===== src/rtl/sha3_pkg.sv =====
// Shared constants, state type and helpers for the SHA-3 absorb front-end.
// Rate constants are given in 64-bit words per SHA-3 output size.
package sha3_pkg;

  localparam int SHA3_WORD_W         = 64;
  localparam int SHA3_BYTES_PER_WORD = 8;

  localparam logic [7:0] SHA3_DOMAIN_SHA3  = 8'h06;
  localparam logic [7:0] SHA3_DOMAIN_SHAKE = 8'h1F;
  localparam logic [7:0] SHA3_PAD_END      = 8'h80;

  localparam int SHA3_224_RATE_WORDS = 18;
  localparam int SHA3_256_RATE_WORDS = 17;
  localparam int SHA3_384_RATE_WORDS = 13;
  localparam int SHA3_512_RATE_WORDS = 9;

  typedef enum logic [1:0] {
    FILL = 2'd0,
    OUT  = 2'd1,
    PAD  = 2'd2
  } sha3_state_t;

  // A final word can never carry more than a full word of message bytes.
  function automatic logic [3:0] sha3_clamp_nbytes(input logic [3:0] nbytes);
    return (nbytes > 4'd8) ? 4'd8 : nbytes;
  endfunction

endpackage


===== src/rtl/sha3_pad_word.sv =====
// Combinational padding of one 64-bit word: keeps bytes below i_nbytes,
// writes the domain byte at i_nbytes, zeroes the rest and optionally ORs 0x80 into byte 7.
module sha3_pad_word
  import sha3_pkg::*;
(
  input  logic [SHA3_WORD_W-1:0] i_data,
  input  logic [3:0]             i_nbytes,
  input  logic [7:0]             i_domain,
  input  logic                   i_set_end,
  output logic [SHA3_WORD_W-1:0] o_word
);

  genvar gi;
  generate
    for (gi = 0; gi < SHA3_BYTES_PER_WORD; gi++) begin : g_byte
      logic [7:0] w_byte;

      always_comb begin
        w_byte = 8'h00;
        if (4'(gi) < i_nbytes) begin
          w_byte = i_data[8*gi +: 8];
        end else if (4'(gi) == i_nbytes) begin
          w_byte = i_domain;
        end
      end

      // Byte 7 may carry both the domain byte and the end marker (0x86 for SHA-3).
      if (gi == SHA3_BYTES_PER_WORD - 1) begin : g_end
        assign o_word[8*gi +: 8] = w_byte | (i_set_end ? SHA3_PAD_END : 8'h00);
      end else begin : g_mid
        assign o_word[8*gi +: 8] = w_byte;
      end
    end
  endgenerate

endmodule


===== src/rtl/sha3_absorb_padder.sv =====
// SHA-3/SHAKE absorb front-end: packs 64-bit message words into rate-sized padded blocks.
// Optional macro SHA3_MSG_LEN_EN adds the msg_bytes running byte counter output.
module sha3_absorb_padder
  import sha3_pkg::*;
#(
  parameter int         RATE_WORDS = SHA3_512_RATE_WORDS,
  parameter logic [7:0] DOMAIN     = SHA3_DOMAIN_SHA3
) (
  input  logic                              clk,
  input  logic                              rst,
  input  logic [SHA3_WORD_W-1:0]            in_data,
  input  logic                              in_valid,
  input  logic                              in_last,
  input  logic [3:0]                        in_nbytes,
  output logic                              in_ready,
  output logic [SHA3_WORD_W*RATE_WORDS-1:0] blk_data,
  output logic                              blk_valid,
  output logic                              blk_last,
  input  logic                              blk_ready
`ifdef SHA3_MSG_LEN_EN
  ,
  output logic [63:0]                       msg_bytes
`endif
);

  localparam int              IDX_W    = (RATE_WORDS > 1) ? $clog2(RATE_WORDS) : 1;
  localparam logic [IDX_W-1:0] LAST_IDX = IDX_W'(RATE_WORDS - 1);

  sha3_state_t r_state;
  sha3_state_t w_state_next;

  logic [RATE_WORDS-1:0][SHA3_WORD_W-1:0] r_buf;
  logic [IDX_W-1:0]                       r_idx;
  logic                                   r_last;
  logic                                   r_pend;

  logic                   w_accept;
  logic                   w_handoff;
  logic                   w_at_end;
  logic                   w_full_last;
  logic [3:0]             w_nbytes;
  logic [3:0]             w_pad_nbytes;
  logic                   w_pad_end;
  logic [SHA3_WORD_W-1:0] w_word;

  assign w_accept     = in_valid & in_ready;
  assign w_handoff    = blk_valid & blk_ready;
  assign w_at_end     = (r_idx == LAST_IDX);
  assign w_nbytes     = sha3_clamp_nbytes(in_nbytes);
  assign w_full_last  = in_last & (w_nbytes == 4'd8);
  assign w_pad_nbytes = in_last ? w_nbytes : 4'd8;
  assign w_pad_end    = in_last & ~w_full_last & w_at_end;

  sha3_pad_word u_pad_word (
    .i_data    (in_data),
    .i_nbytes  (w_pad_nbytes),
    .i_domain  (DOMAIN),
    .i_set_end (w_pad_end),
    .o_word    (w_word)
  );

  always_ff @(posedge clk or posedge rst) begin
    if (rst) begin
      r_state <= FILL;
    end else begin
      r_state <= w_state_next;
    end
  end

  always_comb begin
    w_state_next = r_state;
    case (r_state)
      FILL: begin
        if (w_accept && (in_last || w_at_end)) begin
          w_state_next = OUT;
        end
      end
      OUT: begin
        if (blk_ready) begin
          w_state_next = r_pend ? PAD : FILL;
        end
      end
      PAD:     w_state_next = OUT;
      default: w_state_next = FILL;
    endcase
  end

  always_comb begin
    in_ready  = (r_state == FILL);
    blk_valid = (r_state == OUT);
  end

  // Untouched buffer bytes stay zero because the buffer is cleared on every handoff,
  // so the end marker and domain byte can simply be written rather than ORed in.
  always_ff @(posedge clk or posedge rst) begin
    if (rst) begin
      r_buf  <= '0;
      r_idx  <= '0;
      r_last <= 1'b0;
      r_pend <= 1'b0;
    end else begin
      case (r_state)
        FILL: begin
          if (w_accept) begin
            r_buf[r_idx] <= w_word;
            r_idx        <= r_idx + 1'b1;
            if (!in_last) begin
              r_last <= 1'b0;
            end else if (!w_full_last) begin
              r_last <= 1'b1;
              if (!w_at_end) begin
                r_buf[RATE_WORDS-1][63:56] <= SHA3_PAD_END;
              end
            end else if (!w_at_end) begin
              r_last                     <= 1'b1;
              r_buf[r_idx + 1'b1][7:0]   <= DOMAIN;
              r_buf[RATE_WORDS-1][63:56] <= SHA3_PAD_END;
            end else begin
              // Message ended exactly on a block boundary: padding needs its own block.
              r_last <= 1'b0;
              r_pend <= 1'b1;
            end
          end
        end
        OUT: begin
          if (blk_ready) begin
            r_buf  <= '0;
            r_idx  <= '0;
            r_last <= 1'b0;
          end
        end
        PAD: begin
          r_buf[0][7:0]              <= DOMAIN;
          r_buf[RATE_WORDS-1][63:56] <= SHA3_PAD_END;
          r_last                     <= 1'b1;
          r_pend                     <= 1'b0;
        end
        default: ;
      endcase
    end
  end

  assign blk_last = r_last;

  genvar gi;
  generate
    for (gi = 0; gi < RATE_WORDS; gi++) begin : g_blk
      assign blk_data[SHA3_WORD_W*gi +: SHA3_WORD_W] = r_buf[gi];
    end
  endgenerate

`ifdef SHA3_MSG_LEN_EN
  logic [63:0] r_msg_bytes;

  always_ff @(posedge clk or posedge rst) begin
    if (rst) begin
      r_msg_bytes <= '0;
    end else if (w_handoff && r_last) begin
      r_msg_bytes <= '0;
    end else if (w_accept) begin
      r_msg_bytes <= r_msg_bytes + 64'(w_pad_nbytes);
    end
  end

  assign msg_bytes = r_msg_bytes;
`else
  logic w_unused;
  assign w_unused = w_handoff;
`endif

endmodule


===== config.mk =====
export PLATFORM = sky130hd
export DESIGN_NAME = sha3_absorb_padder
export DESIGN_NICKNAME = d
export VERILOG_FILES = /design/src/rtl/sha3_pkg.sv /design/src/rtl/sha3_pad_word.sv /design/src/rtl/sha3_absorb_padder.sv
export SDC_FILE = /design/constraint.sdc
export NUM_CORES = 1
export LEC_CHECK = 0
export BUFFER_PORTS_ARGS = -buffer_cell sky130_fd_sc_hd__buf_2
export CAP_MARGIN = 20
export CORE_AREA = 2 2 252 254
export DETAILED_ROUTE_END_ITERATION = 16
export DIE_AREA = 0 0 254 256
export GPL_ROUTABILITY_DRIVEN = 0
export PLACE_DENSITY_LB_ADDON = 0.1
export SLEW_MARGIN = 20
export SYNTH_ARGS = -nofsm -noshare
export SYNTH_HDL_FRONTEND = slang
export SYNTH_SLANG_ARGS = --single-unit
export TNS_END_PERCENT = 5

===== constraint.sdc =====
create_clock -name clk -period 23.3 [get_ports clk]
set_clock_uncertainty 0.2 [all_clocks]
set_input_delay 0 -clock clk [delete_from_list [all_inputs] [get_ports clk]]
set_output_delay 0 -clock clk [all_outputs]
set_load 0.02 [all_outputs]

==> impl_metrics.tcl <==
set metrics [dict create \
    fmax_mhz 279.0 \
    antenna_found_initial 1 \
    cap_violations 0 \
    cts-htree-levels 3 \
    clkLatencyLatePin_ps 600 \
    hp-class "input port to flop" \
    grt_setup_unrepaired "no" \
    r2r-start "r_idx[0]" \
    placed_cells 3023 \
    core_area_um2 62390 \
    cts_buffers 66 \
    critPathLaunchType "flop" \
    path_class "flop to flop" \
    ff2ff_path_depth 7 \
    ys_seq_elements 584 \
    hp-start "in_data[58]" \
    setup_tns_ps 0 \
    power_switching_share_pct 37.52 \
    p_clk_share_pct 30.8 \
    ant_nets 0 \
    powerDensity_nw_per_um2 113.0 \
    port_buffers 651 \
    fin_crit_sh_pct 15.38 \
    antennaDiodeCount 0 \
    yosysTopAreaCell "dfrtp_1" \
    num_vias 18230 \
    synth_cells 1685 \
    use_met1_pct 38.68 \
    clockBufferDepth 3 \
    peakVddDrop_uv 69.39 \
    synth_edf_count 0 \
    syn_area_per_cell_um2 13.39 \
    crit_required_ps 23570 \
    ctsRootBufferMaster "clkbuf_16" \
    wl_per_cell_um 29.32 \
    yosysTopAreaCellShare_pct 64.77 \
    grt_pass1_wl_mm 135.6 \
    dieArea_um2 65020 \
    end_kind "flop" \
    slew_violations 0 \
    wirelength_mm 93.96 \
    cp-startpoint "r_idx[0]" \
    vias_per_cell 5.690 \
    num_io_pins 652 \
    ys_seq_area_share_pct 64.77 \
    outcome "finished, final reports clean" \
    total_power_uw 3297 \
    grt_max_degree 124 \
    cpPeakStageDelay_ps 600 \
    critical_path_depth 7 \
    synth_nets 1768 \
    synthTopCellsByArea "dfrtp_1, a22o_1, clkbuf_1" \
    die_h_um 256 \
    ys.flop_type "dfrtp_1" \
    fin_ws_ps 19720 \
    async_flop_share_pct 100.0 \
    finalSetupViolations 0 \
    arrival_ps 3860 \
    pre_cts_ws_ps 19810 \
    hold_depth 4 \
    slew_headroom_pct 27.08 \
    die_x_um 254 \
    num_rows 92 \
    tightest_slew_ps 1063 \
    path_cells "inv_1 > ha_1 > or3b_2 > nor4_4 > nor2_4 > buf_4 > a22o_1" \
    p_seq_share_pct 38.5 \
    grt_use_met2_pct 44.25 \
    ys_types 54 \
    hold_viol_final 0 \
    comb_power_share_pct 30.6 \
    yosysWarnings 0 \
    area_growth_pct 29.37 \
    cts.clk_slew.worst_paths_ps 60 \
    p_sw_uw 1237 \
    drive_gt1_share_pct 34.52 \
    stdcell_count 3204 \
    cts_sinks 584 \
    initial_core_util_pct 36.16 \
    busiest_layer "met2" \
    path_buf_inv 2 \
    syn-cell-area_um2 22560 \
    grt-ovfl-total 0 \
    drtPass1Iterations 5 \
    path_max_fanout 43 \
    cts.repair_timing.setup_buffer_count 0 \
    slowest_stage "nor4_4" \
    grt_pass1_vias 18010 \
    drc 0 \
    drt_iter0_markers 1622 \
    ff2ff_setup_slack_ps 19720 \
    use_met3_pct 6.376 \
    cpLargestDelayFamily "simple AND/OR/NAND/NOR gates" \
    cellLeakagePower_uw 0.01551 \
    min_period_ps 3584 \
    grt_usage_pct 28.57 \
    fillers 5722 \
    cts_tree "built" \
    internal_power_uw 2060 \
    nNetsFinal 2396 \
    hpwl_mm 63.15 \
]
## sequential cells by signal (all words and copies together) (netlist names)
register  flops
blk_last      1
r_idx         4
r_state       2
r_pend        1
blk_data    576
## cell type report
type                            count  area (um2)  share of cell area, %
Clock buffer                       99        1969                  6.747
Clock inverter                     14       108.9                 0.3729
Inverter                           24       97.59                 0.3343
Multi-Input combinational cell    884        7144                  24.47
Sequential cell                   584       14610                  50.06
Tap cell                          846        1059                  3.626
Timing Repair Buffer              753        4198                  14.38
## what timing repair did
action,4_1_cts,5_1_grt
endpoints found under the hold margin,672,0
hold buffers,68,0
resized for setup,0,0
endpoints found under the setup margin,0,0
## cell usage after synthesis, types with 6 or more instances
cell type    n
inv_1       24
ha_1        10
nor2b_1     10
a22oi_1      7
a21boi_1     6
dfrtp_1    584
buf_6        8
o21ai_0     32
o2bb2ai_1   15
a21oi_1     15
nand2_1     24
a32o_1       7
nor2_1      23
nand2b_1     7
buf_2       44
o21a_1       8
mux2i_1     26
nor3_1      28
a22o_1     491
a211oi_1    26
and2_1      35
clkbuf_1    78
nand3_1     39
a221o_1     14
buf_1       57
## power groups by stage
| stage | Sequential (uW) | Clock [uW] | Combinational (uW) |
|---|---|---|---|
| after global placement | 1280 | 0 | 995 |
| final | 1270 | 1020 | 1010 |
| after global routing | 1290 | 1080 | 1070 |
| after detailed placement | 1280 | 0 | 1000 |
| after floorplan | 1470 | 0 | 410 |
| after CTS | 1270 | 1030 | 1020 |
## per-stage QoR
step,hold WS [ps],area (um2),utilization [%]
after global placement,33.87,26430,42.36
after global routing,42.35,29190,46.79
final,10.54,29190,46.79
after detailed placement,34.45,26430,42.36
after floorplan,35.06,22560,-
after CTS,1.630,29190,46.78
## per-layer routing
| layer | vias up | part of all wire (%) |
|---|---|---|
| met5 | - | 0.014 |
| met4 | 2 | 4.1 |
| met3 | 180 | 7.6 |
| met2 | 857 | 47 |
| met1 | 9552 | 41 |
| li1 | 7640 | - |
## kinds of logic after synthesis
| logic type | Yosys count | synth area share [%] |
|---|---|---|
| AND/OR/NAND/NOR | 204 | 5.290 |
| AO/OA/AOI/OAI | 643 | 23.98 |
| flip-flops | 584 | 64.77 |
| multiplexers | 26 | 1.153 |
| buffers and inverters | 217 | 4.209 |
| XOR/XNOR | 1 | 0.03882 |
| adder cells (fa/ha/maj) | 10 | 0.5545 |
## worst reg2reg max path: stages (launching register included)
cell	delay, ps
dfrtp_1	470
inv_1	150
ha_1	480
or3b_2	570
nor4_4	600
nor2_4	240
buf_4	380
a22o_1	370
## cells in the final DEF, fill, tap and decap left out, drive strengths merged, types with 15 or more instances in the layout
cell type,count
clkbuf,99
nor2,27
nand3,39
o21ai,32
a211oi,26
and2,35
dlygate4sd3,68
o2bb2ai,15
a22o,491
inv,26
buf,685
nor3,29
nand2,24
mux2i,26
dfrtp,584
a21oi,17
## path summary, 6_finish.rpt
check,to
setup / recovery,blk_data[185]
hold / removal,blk_data[314]
setup reg to reg,blk_data[185]
hold reg to reg,blk_data[319]
max in group asynchronous,blk_data[518]
min in group asynchronous,blk_data[536]
No activity file was read; power rests on OpenSTA's default activity.
